File: src/rtl/tick_period_monitor.sv
// Receive-side checker for the periodic control-loop enable tick.
// Measures rise-to-rise interval, flags early / late (missing) ticks and
// raises a sticky fault after too many consecutive misses.
module tick_period_monitor #(
  parameter int unsigned NOM_PERIOD = 1000001,
  parameter int unsigned TOL        = 1000,
  parameter int unsigned MAX_MISS   = 3,
  parameter int unsigned LOCK_GOOD  = 2
) (
  input  logic        clk,
  input  logic        rst_n,
  input  logic        tick_in,
  input  logic        clr_fault,
  output logic        locked,
  output logic        period_valid,
  output logic [31:0] period_out,
  output logic        early_pulse,
  output logic        late_pulse,
  output logic        fault,
  output logic [7:0]  miss_cnt
);

  localparam logic [31:0] P_MIN       = 32'(NOM_PERIOD - TOL);
  localparam logic [31:0] P_MAX       = 32'(NOM_PERIOD + TOL);
  localparam logic [31:0] TRACK_LAST  = 32'(NOM_PERIOD + TOL - 1);
  localparam logic [31:0] RESYNC_LAST = 32'(NOM_PERIOD - 1);
  localparam logic [7:0]  MISS_LIM    = 8'(MAX_MISS);
  localparam logic [8:0]  LOCK_LIM    = 9'(LOCK_GOOD);

  typedef enum logic [1:0] {
    IDLE,
    TRACK,
    RESYNC,
    FAULT
  } state_t;

  state_t      state;
  state_t      state_nxt;

  logic        tick_q;
  logic        rise;
  logic [31:0] cnt;
  logic [31:0] cnt_nxt;
  logic [31:0] period_meas;
  logic        is_good;
  logic        is_early;
  logic        track_to;
  logic        resync_to;
  logic [7:0]  miss_inc;
  logic        miss_hit;
  logic [7:0]  good_run;
  logic [7:0]  good_run_nxt;
  logic [8:0]  run_inc;
  logic [7:0]  run_sat;

  logic        locked_nxt;
  logic        period_valid_nxt;
  logic [31:0] period_out_nxt;
  logic        early_pulse_nxt;
  logic        late_pulse_nxt;
  logic        fault_nxt;
  logic [7:0]  miss_cnt_nxt;

  // Rising-edge detect and shared measurement terms
  always_comb begin
    rise        = tick_in & ~tick_q;
    period_meas = cnt + 32'd1;
    is_early    = (period_meas < P_MIN);
    is_good     = (period_meas >= P_MIN) && (period_meas <= P_MAX);
    track_to    = (cnt == TRACK_LAST);
    resync_to   = (cnt == RESYNC_LAST);
    miss_inc    = (miss_cnt == 8'hFF) ? 8'hFF : miss_cnt + 8'd1;
    miss_hit    = (miss_inc >= MISS_LIM);
    run_inc     = {1'b0, good_run} + 9'd1;
    run_sat     = run_inc[8] ? 8'hFF : run_inc[7:0];
  end

  // State register
  always_ff @(posedge clk or negedge rst_n) begin
    if (!rst_n) begin
      state <= IDLE;
    end else begin
      state <= state_nxt;
    end
  end

  // Next-state selection; a miss that reaches the limit overrides TRACK/RESYNC
  always_comb begin
    state_nxt = state;
    unique case (state)
      IDLE: begin
        if (rise) state_nxt = TRACK;
      end
      TRACK: begin
        if (rise) begin
          if (is_early && miss_hit) state_nxt = FAULT;
        end else if (track_to) begin
          state_nxt = miss_hit ? FAULT : RESYNC;
        end
      end
      RESYNC: begin
        if (rise) begin
          state_nxt = TRACK;
        end else if (resync_to && miss_hit) begin
          state_nxt = FAULT;
        end
      end
      FAULT: begin
        if (clr_fault) state_nxt = IDLE;
      end
      default: state_nxt = IDLE;
    endcase
  end

  // Next values of the counter, run tracker and all registered outputs
  always_comb begin
    cnt_nxt          = cnt;
    good_run_nxt     = good_run;
    locked_nxt       = locked;
    period_valid_nxt = 1'b0;
    period_out_nxt   = period_out;
    early_pulse_nxt  = 1'b0;
    late_pulse_nxt   = 1'b0;
    fault_nxt        = fault;
    miss_cnt_nxt     = miss_cnt;
    unique case (state)
      IDLE: begin
        if (rise) cnt_nxt = '0;
      end
      TRACK: begin
        cnt_nxt = cnt + 32'd1;
        if (rise) begin
          cnt_nxt          = '0;
          period_valid_nxt = 1'b1;
          period_out_nxt   = period_meas;
          if (is_early) begin
            early_pulse_nxt = 1'b1;
            miss_cnt_nxt    = miss_inc;
            good_run_nxt    = '0;
            locked_nxt      = 1'b0;
            if (miss_hit) fault_nxt = 1'b1;
          end else if (is_good) begin
            miss_cnt_nxt = '0;
            good_run_nxt = run_sat;
            if (run_inc >= LOCK_LIM) locked_nxt = 1'b1;
          end
        end else if (track_to) begin
          cnt_nxt        = '0;
          late_pulse_nxt = 1'b1;
          miss_cnt_nxt   = miss_inc;
          good_run_nxt   = '0;
          locked_nxt     = 1'b0;
          if (miss_hit) fault_nxt = 1'b1;
        end
      end
      RESYNC: begin
        cnt_nxt = cnt + 32'd1;
        if (rise) begin
          cnt_nxt = '0;
        end else if (resync_to) begin
          cnt_nxt        = '0;
          late_pulse_nxt = 1'b1;
          miss_cnt_nxt   = miss_inc;
          if (miss_hit) fault_nxt = 1'b1;
        end
      end
      FAULT: begin
        locked_nxt = 1'b0;
        if (clr_fault) begin
          fault_nxt    = 1'b0;
          miss_cnt_nxt = '0;
          good_run_nxt = '0;
        end
      end
      default: begin
        cnt_nxt = '0;
      end
    endcase
  end

  // Datapath and output registers
  always_ff @(posedge clk or negedge rst_n) begin
    if (!rst_n) begin
      tick_q       <= 1'b0;
      cnt          <= '0;
      good_run     <= '0;
      locked       <= 1'b0;
      period_valid <= 1'b0;
      period_out   <= '0;
      early_pulse  <= 1'b0;
      late_pulse   <= 1'b0;
      fault        <= 1'b0;
      miss_cnt     <= '0;
    end else begin
      tick_q       <= tick_in;
      cnt          <= cnt_nxt;
      good_run     <= good_run_nxt;
      locked       <= locked_nxt;
      period_valid <= period_valid_nxt;
      period_out   <= period_out_nxt;
      early_pulse  <= early_pulse_nxt;
      late_pulse   <= late_pulse_nxt;
      fault        <= fault_nxt;
      miss_cnt     <= miss_cnt_nxt;
    end
  end

endmodule

File: config.mk
export PLATFORM = sky130hd
export DESIGN_NAME = tick_period_monitor
export DESIGN_NICKNAME = d
export VERILOG_FILES = /design/src/rtl/tick_period_monitor.sv
export SDC_FILE = /design/constraint.sdc
export NUM_CORES = 1
export LEC_CHECK = 0
export BUFFER_PORTS_ARGS = -buffer_cell sky130_fd_sc_hd__buf_2
export CAP_MARGIN = 20
export CORE_ASPECT_RATIO = 0.5
export CORE_MARGIN = 4
export CORE_UTILIZATION = 35
export DETAILED_ROUTE_END_ITERATION = 10
export PLACE_DENSITY_LB_ADDON = 0.25
export REMOVE_ABC_BUFFERS = 1
export SETUP_SLACK_MARGIN = 0.02
export SLEW_MARGIN = 25
export SYNTH_ARGS = -nofsm -noshare
export SYNTH_HDL_FRONTEND = slang
export SYNTH_SLANG_ARGS = --single-unit
File: constraint.sdc
create_clock -name clk -period 3.9 [get_ports clk]
set_input_delay 0.39 -clock clk [delete_from_list [all_inputs] [get_ports clk]]
set_output_delay 0.39 -clock clk [all_outputs]
set_load 0.005 [all_outputs]
==> metrics.md, run 1 <==
| Metric | Value |
|---|---|
| Async S/R FF share, synth | 1.00 |
| Antenna Cells | 0 |
| WL/cell | 16.3 um |
| Sequential share of power | 0.362 |
| Vias in the first global route | 5055 |
| Post-route ant nets | 0 |
| Global route overflow | 0 |
| Slowest cell on crit path | or4_1 |
| Critical Path AT | 3.79 ns |
| Area Growth Syn to Fin | 14.6% |
| Antenna violations before repair | 0 |
| Setup_tns | 0 ns |
| Buf/Inv on CP | 1 |
| CP Launch Type | register |
| Worst Hold Class | in2async |
| Sw frac | 0.375 |
| Die extent in x | 190 um |
| Largest net degree at the start of global routing | 69 |
| Fin. Hold Viols | 0 |
| Area after DPL | 6300 sq um |
| DP Wirelength | 11100 um |
| DRT iter0 DRCs | 481 |
| H-tree depth | 3 |
| Nets | 742 |
| Maxcap violations | 0 |
| Synth Warn # | 0 |
| CTS tree | built |
| Vias after detailed routing | 5333 |
| Design Area, Final | 6630 sq um |
| CP Capture Type | register |
| Die Height | 98.9 um |
| Post-CTS Resized | 0 |
| Sw power | 0.00111 W |
| Worst VDD drop | 0.226 mV |
| IO buf count | 48 |
| I/O pin cnt | 49 |
| PwrDens | 448 nW/um^2 |
| CP cell instances | ha_1 -> inv_2 -> or4_1 -> nor2_2 -> mux2i_1 -> a211oi_2 -> o211ai_2 -> nand2_1 -> o221ai_2 -> mux2_4 |
| Clock Power Share | 0.306 |
| WL final | 15500 um |
| CTS max path bufs | 2 |
| DIE AREA | 18800 sq um |
| # DRC | 0 |
| Non-Filler Instances | 953 |
| RSZ-0062 raised after global routing | no |
| Critical path fanouts, max | 11 |
| DP Cell Count | 936 |
| Root Buffer | clkbuf_16 |
| Num CTS Buffers | 9 |
| Setup violators final | 0 |
| Fin. max-slew vios | 0 |
| Distinct cells, synth | 80 |
| Tot Pwr | 0.00297 W |
| Main flop type after synthesis | dfrtp_1 |
| P_leak | 2.76 nW |
| Global-route wire length before repair | 26300 um |
| Status | completed |
| Clock Sinks | 88 |
| Postcts setup bufs | 0 |
| Router iterations before antenna repair | 5 |
| FF+latch count, synth | 88 |
| Comb pwr share | 0.332 |
| Worst slew pin tran | 0.977 ns |
| Worst Path Required | 4.13 ns |
| Drt via density | 5.60 |
| Minimum clock period | 3.56 ns |
| FMAX | 0.281 GHz |
| Tot GR Track Use | 0.168 |
| Cell Area, Synth | 5790 sq um |
| GP Congestion | 0.927 |
| Clock Latency Late Sink | 0.34 ns |
| Layout cell share with drive strength beyond 1 | 0.169 |
| Crit Path Class | reg2reg |
| Post-synth EDFFs | 0 |
| Cts hold-fix bufs | 0 |
| Rows | 32 |
| Synth Instances | 696 |
| Register area share after synthesis | 0.381 |
| Int Power | 0.00186 W |
| Period utilization | 0.913 |
| Syn Area/Cell | 8.31 sq um |
| Clock Skew | 0.00946 ns |
| Crit path largest cell delay | 0.71 ns |
| Register clock-pin slew on the reported worst setup and hold paths | 0.07 ns |
| Starting Density | 0.367 |
| Core Region | 15800 sq um |
| Slew margin rel. | 0.335 |
| CP delay by family, top | simple AND/OR/NAND/NOR gates |
-- worst reg2reg max path: stages, from the launching register on --
cell	delay, ns
dfrtp_1	0.50
ha_1	0.46
inv_2	0.10
or4_1	0.71
nor2_2	0.28
mux2i_1	0.13
a211oi_2	0.35
o211ai_2	0.23
nand2_1	0.25
o221ai_2	0.15
mux2_4	0.31
-- worst paths after layout --
check	to	depth (start not counted)	from	slack [ns]
hold / removal	period_out[17]	1	rst_n	0.003
setup reg to reg	locked	10	cnt[0]	0.34
hold reg to reg	period_out[1]	2	period_out[1]	0.47
max in group asynchronous	cnt[12]	3	rst_n	2.99
setup / recovery	locked	10	cnt[0]	0.34
min in group clk	tick_q	1	tick_in	0.18
-- layout by cell type, fill, tap and decap left out, types with 5 or more instances in the layout --
master and instances:
nor4b_1 5, o41ai_1 6, nand2_1 89, a31oi_1 9, nor2b_1 5, o31ai_1 19
o21ai_1 5, clkbuf_16 9, and3_1 14, xor2_1 11, nand3_1 28, o21ai_0 84
nor3_1 11, nand2b_1 8, dfrtp_1 88, nor4_1 11, and4_1 5, buf_2 47
or3_1 11, xnor2_1 19, inv_1 14, ha_1 11, buf_4 28, nor2_1 55
a21oi_1 27, nand4_1 15
-- synthesized netlist by cell type, types with 3 or more instances --
library cell | instances | area share
a41oi_1 | 4 | 0.0061
and3_1 | 14 | 0.015
inv_1 | 14 | 0.0091
nor2_1 | 55 | 0.036
buf_2 | 13 | 0.011
o22ai_1 | 4 | 0.0043
clkbuf_1 | 40 | 0.026
a21oi_1 | 27 | 0.023
nand4b_1 | 3 | 0.0045
nor4_1 | 11 | 0.012
a31oi_1 | 9 | 0.0097
nor4b_1 | 5 | 0.0076
and4_1 | 5 | 0.0076
nor3_1 | 11 | 0.0095
o31ai_1 | 19 | 0.025
xnor2_1 | 19 | 0.029
o211ai_1 | 3 | 0.0039
o41ai_1 | 6 | 0.0091
nand2b_1 | 8 | 0.0087
dfrtp_1 | 88 | 0.38
ha_1 | 11 | 0.024
or3_1 | 11 | 0.012
o21ai_1 | 5 | 0.0043
or4_1 | 3 | 0.0039
o21ai_0 | 84 | 0.073
a211oi_1 | 4 | 0.0052
nand4_1 | 15 | 0.016
a2bb2oi_1 | 4 | 0.0061
a211o_1 | 3 | 0.0045
mux2i_1 | 4 | 0.0069
nor2b_1 | 5 | 0.0054
xor2_1 | 11 | 0.017
nand2_1 | 90 | 0.058
nand3_1 | 29 | 0.025
-- power groups by stage --
stage / sequential, W / clock, W / combinational [W]
floorplan: 0.00108 / 0 / 0.000623
global placement: 0.00109 / 0 / 0.000970
global route: 0.00109 / 0.000959 / 0.00111
detailed placement: 0.00109 / 0 / 0.000983
CTS: 0.00108 / 0.000924 / 0.000985
finish: 0.00108 / 0.000908 / 0.000987
-- state kept, by name (all words and copies together), names as in the netlist, 2 cells and up --
name / count
good_run: 8
miss_cnt: 8
period_out: 32
cnt: 32
state: 2
-- metrics by stage --
stage          hold slack (ns)  setup slack [ns]  utilization
5_1_grt                 0.0417             0.166        0.420
3_3_place_gp             0.453             0.556        0.400
2_1_floorplan           0.0944             0.569            -
3_5_place_dp             0.458             0.446        0.400
6_report               0.00266             0.339        0.420
4_1_cts                  0.174             0.415        0.419
-- cell families (layout without fill, tap and decap cells) --
logic type	after synthesis	after routing	share of synthesized area
fa+ha+maj	11	11	0.0238
compound gates	197	197	0.217
mux	7	7	0.0141
buf+inv	73	109	0.0528
xor+xnor	30	30	0.0454
flops	88	88	0.381
simple gates	290	290	0.267
-- metal layers --
layer,vias up,wire length [um],share of wire,global-route usage
li1,2601,-,-,-
met1,2578,7760,0.50,0.244
met2,133,6670,0.43,0.255
met3,21,801,0.052,0.0326
met4,0,278,0.018,0.0444
met5,-,0,0,0
-- area by class of cell --
| class | instances | area (sq um) |
|---|---|---|
| sequential | 88 | 2200 |
| multi-input combinational | 535 | 3300 |
| clock buffer | 11 | 243 |
| fill | 1628 | 9150 |
| timing repair buffer | 77 | 485 |
| tap | 221 | 277 |
| inverter | 16 | 60.1 |
| clock inverter | 5 | 63.8 |
No activity file was read; power rests on OpenSTA's default activity.
==> run 2: changes to the inputs <==
--- a/config.mk
+++ b/config.mk
@@ -11,7 +11,7 @@
 export CORE_MARGIN = 4
 export CORE_UTILIZATION = 35
 export DETAILED_ROUTE_END_ITERATION = 10
-export PLACE_DENSITY_LB_ADDON = 0.25
+export PLACE_DENSITY_LB_ADDON = 0.1
 export REMOVE_ABC_BUFFERS = 1
 export SETUP_SLACK_MARGIN = 0.02
 export SLEW_MARGIN = 25
==> run 2 against run 1 <==
Net effect: sequential share of layout area about the same; combinational power about the same; worst setup slack improved by 0.044 ns; hold slack improved by 0.0073 ns; count of clock-buffer cells in the layout increased by 1; clock power decreased by 8.3%; non-clock buffer count increased by 1; utilization about the same.
==> metrics.md, run 2 (synthesized netlist as in run 1, its figures left out) <==
| Metric | Value |
|---|---|
| Comb pwr share | 0.348 |
| Uppermost layer routed | met4 |
| Buf/Inv on CP | 1 |
| Nets | 743 |
| Drt via density | 5.57 |
| Root Buffer | clkbuf_16 |
| Num CTS Buffers | 9 |
| Met1 WL | 8330 um |
| IO buf count | 48 |
| Area of the multi-input gates | 3300 sq um |
| Layout cell share with drive strength beyond 1 | 0.171 |
| Clock Skew | 0.0110 ns |
| Tot Pwr | 0.00293 W |
| Vias in the first global route | 4961 |
| CP delay by family, top | simple AND/OR/NAND/NOR gates |
| Reg2Reg Depth | 10 |
| Starting Density | 0.367 |
| DIE AREA | 18800 sq um |
| Tot GR Track Use | 0.174 |
| DRT iter0 DRCs | 421 |
| # DRC | 0 |
| I/O pin cnt | 49 |
| Postcts setup bufs | 0 |
| Sw frac | 0.378 |
| Worst Path Required | 4.13 ns |
| Metal2 WL | 6820 um |
| Clock Sinks | 88 |
| H-tree depth | 3 |
| Critical Path AT | 3.75 ns |
| CP Capture Type | register |
| CP Launch Type | register |
| Slew margin rel. | 0.510 |
| CP cell instances | ha_1 -> inv_2 -> or4_1 -> nor2_2 -> mux2i_1 -> a211oi_2 -> o211ai_2 -> nand2_1 -> o221ai_2 -> mux2_4 |
| Crit Path Class | reg2reg |
| Post-route ant nets | 0 |
| Worst Hold Class | in2async |
| Global route overflow | 0 |
| Sw power | 0.00111 W |
| WL final | 16000 um |
| Maxcap violations | 0 |
| WL/cell | 16.8 um |
| Setup_tns | 0 ns |
| Worst VDD drop | 0.268 mV |
| Clock Power Share | 0.285 |
| Vias after detailed routing | 5310 |
| Fin. max-slew vios | 0 |
| Status | completed |
| Slowest cell on crit path | or4_1 |
| Most common cell after layout, fill and taps aside | nand2_1 |
| Worst reg2reg startpoint | cnt[0] |
| Filler cell count in the final layout | 1647 |
| Biggest regs | cnt x32, period_out x32 |
| Register clock-pin slew on the reported worst setup and hold paths | 0.07 ns |
| Setup violators final | 0 |
| Largest net degree at the start of global routing | 69 |
| PwrDens | 442 nW/um^2 |
| RSZ-0062 raised after global routing | no |
| Met3 routed WL | 774 um |
| Antenna Cells | 0 |
| Router iterations before antenna repair | 7 |
| CTS tree | built |
| Die extent in x | 190 um |
| R2R setup slack | 0.38 ns |
| Crit. Startpoint | cnt[0] |
| Global-route wire length before repair | 26800 um |
| Area Growth Syn to Fin | 14.5% |
| DP Wirelength | 11200 um |
| Post-CTS Resized | 0 |
| Rows | 32 |
| Antenna violations before repair | 0 |
| Period utilization | 0.902 |
| Crit Reg-Reg Endpoint | locked |
| Cts hold-fix bufs | 0 |
| Int Power | 0.00182 W |
| Core Region | 15800 sq um |
| Sequential share of power | 0.367 |
| Minimum clock period | 3.52 ns |
| Register area | 2200 sq um |
| Crit path largest cell delay | 0.71 ns |
| Critical path fanouts, max | 10 |
| CTS max path bufs | 2 |
| Most frequent cells in the layout | nand2_1 (89), dfrtp_1 (88), o21ai_0 (84) |
| Worst slew pin tran | 0.734 ns |
| FMAX | 0.284 GHz |
| P_leak | 2.76 nW |
| Die Height | 98.9 um |
| Fin. Hold Viols | 0 |
| GP Congestion | 0.891 |
| Clock Latency Late Sink | 0.34 ns |
[run 2: cell count changes in the layout (fill, tap and decap cells not counted), sizes merged]
cell / change
inv: -2
clkbuf: +1
clkinv: +1
clkinvlp: +1
bufinv: -1
buf: +1
[run 2: per-layer routing]
layer / track usage / vias to the layer above
li1: - / 2601
met1: 0.262 / 2562
met2: 0.258 / 137
met3: 0.0329 / 10
met4: 0.0372 / 0
met5: 0 / -
[run 2: how the worst max path moves through the flow]
stage,to,slack (ns),depth (start not counted)
2_1_floorplan,good_run[0],0.57,9
3_3_place_gp,locked,0.56,10
3_5_place_dp,locked,0.46,10
4_1_cts,locked,0.45,10
5_1_grt,locked,0.18,10
6_report,locked,0.38,10
[run 2: cell type report]
class,instances,area share
Clock buffer,12,0.0387
Clock inverter,4,0.00435
Inverter,16,0.00907
Multi-Input combinational cell,535,0.498
Sequential cell,88,0.333
Tap cell,221,0.0418
Timing Repair Buffer,78,0.0756
[run 2: stage by stage]
| step | utilization | hold WS, ns | cell area, sq um | setup WS (ns) | std cells |
|---|---|---|---|---|---|
| detailed placement | 0.400 | 0.464 | 6300 | 0.462 | 936 |
| finish | 0.420 | 0.0100 | 6620 | 0.383 | 954 |
| global placement | 0.400 | 0.453 | 6300 | 0.565 | 936 |
| CTS | 0.418 | 0.171 | 6590 | 0.450 | 952 |
| floorplan | - | 0.0944 | 5540 | 0.569 | 639 |
| global route | 0.420 | 0.0328 | 6620 | 0.181 | 954 |
[run 2: power groups by stage]
stage	combinational [W]	sequential [W]	clock [W]
after detailed placement	0.000991	0.00109	0
after global routing	0.00114	0.00109	0.000903
final	0.00102	0.00108	0.000833
after global placement	0.000987	0.00109	0
after floorplan	0.000623	0.00108	0
after CTS	0.000994	0.00107	0.000869
